<file path="src/rtl/hdmi_period_scheduler.sv">
// Per-pixel TMDS period scheduler: video periods decoded from cx/cy, data islands paced in hblank.
// Data islands exist only when HDMI_DATA_ISLAND_EN is defined; otherwise the block is DVI-only.
module hdmi_period_scheduler #(
  parameter int unsigned SCREEN_WIDTH  = 640,
  parameter int unsigned SCREEN_HEIGHT = 480,
  parameter int unsigned FRAME_WIDTH   = 800,
  parameter int unsigned FRAME_HEIGHT  = 525,
  parameter int unsigned MAX_PACKETS   = 18
) (
  input  logic        clk_pixel,
  input  logic        reset_n,
  input  logic [11:0] cx,
  input  logic [10:0] cy,
  input  logic        packet_req,
  output logic        packet_ack,
  output logic [2:0]  mode,
  output logic [3:0]  ctl,
  output logic [4:0]  packet_pixel,
  output logic        guard_lead
);

  localparam logic [12:0] LP_SW = 13'(SCREEN_WIDTH);
  localparam logic [12:0] LP_SH = 13'(SCREEN_HEIGHT);
  localparam logic [12:0] LP_FW = 13'(FRAME_WIDTH);
  localparam logic [12:0] LP_FH = 13'(FRAME_HEIGHT);

  localparam logic [2:0] MODE_CTRL  = 3'd0;
  localparam logic [2:0] MODE_VPRE  = 3'd1;
  localparam logic [2:0] MODE_VGB   = 3'd2;
  localparam logic [2:0] MODE_VDATA = 3'd3;

  localparam logic [3:0] CTL_VPRE = 4'b0001;

  // All position arithmetic is done at 13 bits so cx+48 cannot wrap.
  logic [12:0] w_cx;
  logic [12:0] w_cy;
  assign w_cx = {1'b0, cx};
  assign w_cy = {2'b00, cy};

  logic w_video_next;
  logic w_vid_data;
  logic w_vid_pre;
  logic w_vid_gb;
  assign w_video_next = (w_cy == LP_FH - 13'd1) || (w_cy < LP_SH - 13'd1);
  assign w_vid_data   = (w_cx < LP_SW) && (w_cy < LP_SH);
  assign w_vid_pre    = w_video_next && (w_cx >= LP_FW - 13'd10) && (w_cx <= LP_FW - 13'd3);
  assign w_vid_gb     = w_video_next && (w_cx >= LP_FW - 13'd2) && (w_cx <= LP_FW - 13'd1);

  logic [2:0] w_vid_mode;
  logic [3:0] w_vid_ctl;
  always_comb begin
    w_vid_mode = MODE_CTRL;
    if (w_vid_data) begin
      w_vid_mode = MODE_VDATA;
    end else if (w_vid_pre) begin
      w_vid_mode = MODE_VPRE;
    end else if (w_vid_gb) begin
      w_vid_mode = MODE_VGB;
    end
  end
  assign w_vid_ctl = w_vid_pre ? CTL_VPRE : 4'b0000;

  logic [2:0] r_mode;
  logic [3:0] r_ctl;
  assign mode = r_mode;
  assign ctl  = r_ctl;

`ifdef HDMI_DATA_ISLAND_EN

  localparam logic [2:0] MODE_IPRE  = 3'd4;
  localparam logic [2:0] MODE_IGB   = 3'd5;
  localparam logic [2:0] MODE_IDATA = 3'd6;
  localparam logic [3:0] CTL_IPRE   = 4'b0101;

  localparam logic [12:0] LP_START = 13'(SCREEN_WIDTH + 4);
  localparam bit          LP_FITS  = (SCREEN_WIDTH + 62) <= FRAME_WIDTH;
  localparam logic [4:0]  LP_MAX   = 5'(MAX_PACKETS);

  typedef enum logic [2:0] {StCtrl, StPre, StLgb, StData, StTgb} state_e;

  state_e     r_state;
  logic [4:0] r_cnt;
  logic [4:0] r_sent;
  logic       r_ack;
  logic [4:0] r_pix;
  logic       r_lead;

  logic w_start;
  logic w_more;
  logic w_abort;
  assign w_start = LP_FITS && packet_req && (w_cx == LP_START);
  assign w_more  = packet_req && (r_sent < LP_MAX) && ((w_cx + 13'd1 + 13'd48) <= LP_FW);
  // A wrapped or jumped cx back into active video kills any island in flight.
  assign w_abort = (r_state != StCtrl) && (w_cx < LP_SW);

  // State and outputs describe the position presented on the previous cycle.
  always_ff @(posedge clk_pixel) begin
    if (!reset_n) begin
      r_state <= StCtrl;
      r_cnt   <= '0;
      r_sent  <= '0;
      r_mode  <= MODE_CTRL;
      r_ctl   <= '0;
      r_ack   <= 1'b0;
      r_pix   <= '0;
      r_lead  <= 1'b0;
    end else begin
      r_state <= StCtrl;
      r_cnt   <= '0;
      r_mode  <= w_vid_mode;
      r_ctl   <= w_vid_ctl;
      r_ack   <= 1'b0;
      r_pix   <= '0;
      r_lead  <= 1'b0;
      if (!w_abort) begin
        unique case (r_state)
          StCtrl: begin
            if (w_start) begin
              r_state <= StPre;
              r_sent  <= '0;
              r_mode  <= MODE_IPRE;
              r_ctl   <= CTL_IPRE;
            end
          end
          StPre: begin
            if (r_cnt == 5'd7) begin
              r_state <= StLgb;
              r_mode  <= MODE_IGB;
              r_ctl   <= '0;
              r_lead  <= 1'b1;
            end else begin
              r_state <= StPre;
              r_cnt   <= r_cnt + 5'd1;
              r_mode  <= MODE_IPRE;
              r_ctl   <= CTL_IPRE;
            end
          end
          StLgb: begin
            r_ctl <= '0;
            if (r_cnt == 5'd1) begin
              r_state <= StData;
              r_mode  <= MODE_IDATA;
              r_ack   <= 1'b1;
              r_sent  <= r_sent + 5'd1;
            end else begin
              r_state <= StLgb;
              r_cnt   <= r_cnt + 5'd1;
              r_mode  <= MODE_IGB;
              r_lead  <= 1'b1;
            end
          end
          StData: begin
            r_ctl <= '0;
            if (r_cnt != 5'd31) begin
              r_state <= StData;
              r_cnt   <= r_cnt + 5'd1;
              r_pix   <= r_cnt + 5'd1;
              r_mode  <= MODE_IDATA;
            end else if (w_more) begin
              r_state <= StData;
              r_mode  <= MODE_IDATA;
              r_ack   <= 1'b1;
              r_sent  <= r_sent + 5'd1;
            end else begin
              r_state <= StTgb;
              r_mode  <= MODE_IGB;
            end
          end
          StTgb: begin
            if (r_cnt != 5'd1) begin
              r_state <= StTgb;
              r_cnt   <= r_cnt + 5'd1;
              r_mode  <= MODE_IGB;
              r_ctl   <= '0;
            end
          end
          default: begin
          end
        endcase
      end
    end
  end

  assign packet_ack   = r_ack;
  assign packet_pixel = r_pix;
  assign guard_lead   = r_lead;

`else

  logic w_unused;
  assign w_unused = packet_req | (MAX_PACKETS == 0);

  always_ff @(posedge clk_pixel) begin
    if (!reset_n) begin
      r_mode <= MODE_CTRL;
      r_ctl  <= '0;
    end else begin
      r_mode <= w_vid_mode;
      r_ctl  <= w_vid_ctl;
    end
  end

  assign packet_ack   = 1'b0;
  assign packet_pixel = 5'd0;
  assign guard_lead   = 1'b0;

`endif

endmodule

</file>
<file path="config.mk">
export PLATFORM = sky130hd
export DESIGN_NAME = hdmi_period_scheduler
export DESIGN_NICKNAME = d
export VERILOG_FILES = /design/src/rtl/hdmi_period_scheduler.sv
export SDC_FILE = /design/constraint.sdc
export NUM_CORES = 1
export LEC_CHECK = 0
export ABC_AREA = 1
export CAP_MARGIN = 30
export CORE_AREA = 2 2 43 45
export CTS_CLUSTER_SIZE = 12
export DETAILED_ROUTE_END_ITERATION = 10
export DIE_AREA = 0 0 45 47
export GPL_TIMING_DRIVEN = 1
export PLACE_DENSITY_LB_ADDON = 0.25
export REMOVE_ABC_BUFFERS = 1
export SYNTH_ARGS = -nofsm -noshare
export SYNTH_HDL_FRONTEND = slang
export SYNTH_SLANG_ARGS = --single-unit
</file>
<file path="constraint.sdc">
create_clock -name clk_pixel -period 0.8 [get_ports clk_pixel]
set_input_delay 0.16 -clock clk_pixel [delete_from_list [all_inputs] [get_ports clk_pixel]]
set_output_delay 0.16 -clock clk_pixel [all_outputs]
set_load 0.01 [all_outputs]
</file>
; ---- Word-level counts from Yosys, hierarchy flattened
; Index checks and enable logic that the tools add are counted.
[classes]
order_cmp = 7
n_eq_ne = 1
bitwise_logic = 1
n_mux = 4
reduce_logical = 7
[ops]
columns = operator, n
row1 = $ge 12x10->1 const B, 2
row2 = $le 12x10->1 const B, 2
row3 = $lt 11x9->1 const B, 2
row4 = $lt 12x10->1 const B, 1
row5 = $eq 11x10->1 const B, 1
row6 = $mux 2, 3
row7 = $logic_and 1x1->1, 5
row8 = $reduce_or 3->1, 1
row9 = $logic_or 1x1->1, 1
row10 = $mux 1, 1
row11 = $not 1->1, 1
[word_totals]
regBits = 7
inputBits = 26
elab_cells = 23

; ---- Depth between registers and ports, before layout
[logic_depth]
depth_word = 7
mapped_depth = 9
mapped_depth_nobuf = 9

; ---- Least setup slack after synthesis
; Ideal clock, no wire load.
[synth_path]
path_kind = in2reg
from = in cx[11]
to = reg r_mode[0], in the netlist mode[0]
slack_ns = -0.001
required_ns = 0.686
path_stages = 8
t_arrival_ns = 0.687
setup_ns = 0.114
path_cell_list = inv_1 nand2_2 nor2_2 nand3_1 nand3_1 inv_1 nand2_1 nand2_1
[synth_via]
elab_chain_cells = 5
[synth_lines]
columns = element, line_no
row1 = "start, declared", 12  ; input logic [11:0] cx,
row2 = $ge 12x10->1, 46  ; assign w_vid_pre = w_video_next && (w_cx >= LP_FW - 13'd10) && (w_cx <= LP_FW - 13'd3);
row3 = $logic_and 1x1->1 (2 in a row), 46
row4 = $mux 2, 55  ; end else if (w_vid_pre) begin
row5 = $mux 2 (*), 53  ; if (w_vid_data) begin
row6 = "end signal, assigned", 198  ; r_mode <= w_vid_mode;
row7 = "end, declared", 63  ; logic [2:0] r_mode;
; Mark *: on every way between the ends. The rest lies on a longest branch, timed or not.
; A chain may end at the register's enable or synchronous reset.

; ---- Final worst setup path
[layout_path]
from = reg r_ctl[0], in the netlist ctl[0]
to = out ctl[0]
[layout_rtl]
columns = element, line_no
row1 = "start, declared", 64  ; logic [3:0] r_ctl;
row2 = "start signal, assigned", 199  ; r_ctl <= w_vid_ctl;
row3 = "end, declared", 17  ; output logic [3:0] ctl,
; No word-level cell between the ends.

==> results.md <==
- The run finished, with violations left.
- The final reports fail on negative setup slack.
- CTS placed an instance of sky130_fd_sc_hd__clkbuf_4 at the clock tree root.
- The setup slack after placement is -0.507 ns.
- The longest clock path from root to sink contains 2 buffers.
- In this run, synthesis produced a sequential element count of 3.
- The area share of the largest cell type after synthesis is 21.0%.
- The number of max-cap violations is 0.
- In this run the worst setup path begins at ctl[0]$_SDFF_PN0_.
- In this run the cell area of the synthesized design comes to 393 sq um.
- For this run the aggregate overflow at the end of global routing stands at 0.
- The core region is 1650 sq um.
- Routability-driven placement finished with a final weighted congestion of 0.659.
- Leaving out fill and tap cells, the most frequent cells in the layout are sky130_fd_sc_hd__nand2_1 (13), sky130_fd_sc_hd__conb_1 (11), sky130_fd_sc_hd__nor2_1 (8), sky130_fd_sc_hd__clkdlybuf4s15_1 (8).
- The number of CTS-inserted buffers is 3.
- By area the synthesized netlist is led by sky130_fd_sc_hd__buf_4 (21%), sky130_fd_sc_hd__nand2_1 (17%), sky130_fd_sc_hd__dfxtp_1 (15%).
- The floorplan step set the die height to 47 microns.
- The number of H-tree levels is 1.
- A synthesized cell averages 5.38 sq um.
- In this run, the number of DRC markers left after iteration 0 of detailed routing was 1.
- The initial antenna violation count is 0.
- Counting distinct cell types in the post-synthesis netlist gives 15.
- The class of the most critical hold timing path is input pin to flop.
- The biggest area contributor in the post-synthesis netlist is sky130_fd_sc_hd__buf_4.
- The tree built by TritonCTS fans out to 3 sinks.
- The worst setup path is of the flop to output pin kind.
- STA puts the critical path data arrival time at 0.64 ns.
- Dividing the detail-routed wire length by the instance count gives 8.05 microns.
- Entering global routing, the biggest net connects 4 pins.
- The die covers 2120 sq um.
- Pin placement for this block handled 40 I/O pins.
- The clock period minus worst slack is 0.804 ns.
- The global-route wire length before repair is 1460 microns.
- The placement row count is 15.
- The maximum fanout along the worst path is 1.
- During placement, the flow inserted port buffers numbering 26.
- STA puts the critical path data required time at 0.64 ns.
- The startpoint of the worst hold path is cx[8].
- Setup violations remaining at the end of the flow were counted as 1.
- In the global route stage, overall resource usage came out at 9.55%.
- In the synthesized netlist, the number of instances is 73.
- Across the VDD grid, the largest voltage drop is 0.000240 V.
- The starting density of the core is 23.8%.
- Clock-pin slew was measured on the worst setup and hold paths at 0.04 ns.
- The repair_antennas step left the layout with diodes totalling 0.
- The critical path goes through buf_6.
- Power spread over the standard cell area amounts to 905 nW/um^2.
- Relative to the synthesized area, the layout overhead comes to 71.7%.
- The half-perimeter wire length after detailed placement is 793 microns.
- In this run the static leakage power is 0.388 nW.
- Setup repair after global routing could not meet its margin everywhere.
- The kind of end point of the critical path is an output pin.
- Of the synthesized area, sequential elements account for 15.3%.
- TritonCTS built the clock tree.
- For this design, the slowest cell found on the critical path is sky130_fd_sc_hd__dfxtp_2.
- The ratio of cells with drive above 1 in the final layout is 42.1%.
- The utilization of the core after routing is 40.8%.
- The detail route stage leaves a number of antenna-violating nets equal to 0.
- For this run, the top clock speed supported by timing is 1240 MHz.
- In this design, the stage delay of the slowest critical-path cell is 0.31 ns.
- The via count of the first global-routing pass was 420.
- The type of element launching the critical path is a flop.
- The post-detailed-route DRC marker count is 0.
- On the critical path the largest part of the delay comes from flip-flops.
- Summed over all layers, the routed wires come to 998 microns.
- The final-report max-slew violation count is 0.
- The Yosys warning count is 0.
- The number of buffers and inverters on the critical path is 1.
- The final route contains 496 vias.
- The worst path setup slack after routing is -0.00401 ns.
- The number of vias per cell is 4.00.
- The final critical-path share of the clock period is 101%.
- From left edge to right edge, the die measures 45 microns.
- Leaving out fill and tap cells, the most frequent cell in the layout is sky130_fd_sc_hd__nand2_1.
- The first-pass iteration count of the detailed router is 2.
- The count of final hold-check violations was 0.
- The number of nets in the finished design is 134.
[metal layers]
layer  GRT usage (%)  routed length, microns  vias up
met5               0                       0        -
met1            9.38                     358      220
met4            7.06                       0        0
met2            18.3                     604       11
li1                -                       -      265
met3            1.15                      35        0
[Yosys cell counts]
| master | instances |
|---|---|
| sky130_fd_sc_hd__dfxtp_1 | 3 |
| sky130_fd_sc_hd__nand2_2 | 1 |
| sky130_fd_sc_hd__nand3b_1 | 1 |
| sky130_fd_sc_hd__nand3_1 | 6 |
| sky130_fd_sc_hd__nand4_1 | 1 |
| sky130_fd_sc_hd__nor3_1 | 1 |
| sky130_fd_sc_hd__buf_4 | 11 |
| sky130_fd_sc_hd__conb_1 | 1 |
| sky130_fd_sc_hd__nor2_2 | 2 |
| sky130_fd_sc_hd__o21ai_0 | 1 |
| sky130_fd_sc_hd__or2_1 | 1 |
| sky130_fd_sc_hd__inv_1 | 14 |
| sky130_fd_sc_hd__nand2_1 | 18 |
| sky130_fd_sc_hd__a21oi_1 | 2 |
| sky130_fd_sc_hd__nor2_1 | 10 |
[registers in the layout, indices dropped and copies added, names as in the netlist]
signal	flops
ctl	1
mode	2
[report_power, final]
| part | internal, mW | total, mW | switching, mW |
|---|---|---|---|
| logic | 0.0968 | 0.201 | 0.105 |
| registers | 0.152 | 0.152 | 0.000229 |
| clock network | 0.186 | 0.257 | 0.0708 |
[worst paths after layout]
| check | end | slack, ns | cells past startpoint |
|---|---|---|---|
| worst max-delay path | ctl[0] | -0.004 | 1 |
| worst min-delay path | mode[0]$_SDFF_PN0_ | 0.34 | 4 |
[logic make-up after synthesis]
| family | count (synthesis) | synth area share [%] |
|---|---|---|
| buffers and inverters | 25 | 34.4 |
| AOI/OAI and AO/OA | 3 | 3.82 |
| other | 1 | 0.954 |
| and+or+nand+nor | 41 | 45.5 |
| DFF | 3 | 15.3 |
[per-stage QoR]
stage	setup TNS, ns	cell area, sq um	hold WS, ns	cells	total power, mW
final	-0.00401	674	0.342	124	0.610
after CTS	-0.0356	634	0.312	123	0.610
after detailed placement	-2.02	644	0.896	117	0.369
after floorplan	-0.00115	348	0.385	72	0.231
after global routing	-0.174	674	0.385	124	0.660
after global placement	-1.95	644	0.896	117	0.368
[cell type report]
cell class | instances | area, sq um
inverters | 14 | 52.6
clock buffers | 4 | 26.3
well taps | 17 | 21.3
flip-flops and latches | 3 | 61.3
repair buffers | 31 | 231
multi-input cells | 55 | 282
fillers | 200 | 977
[repair_timing]
item                       in CTS  in global routing
pin swaps                      25                 18
setup buffers                   2                  1
hold buffers                    0                  0
gates resized for setup        56                 35
setup endpoints to repair       6                  6
No activity file was read; power rests on OpenSTA's default activity.
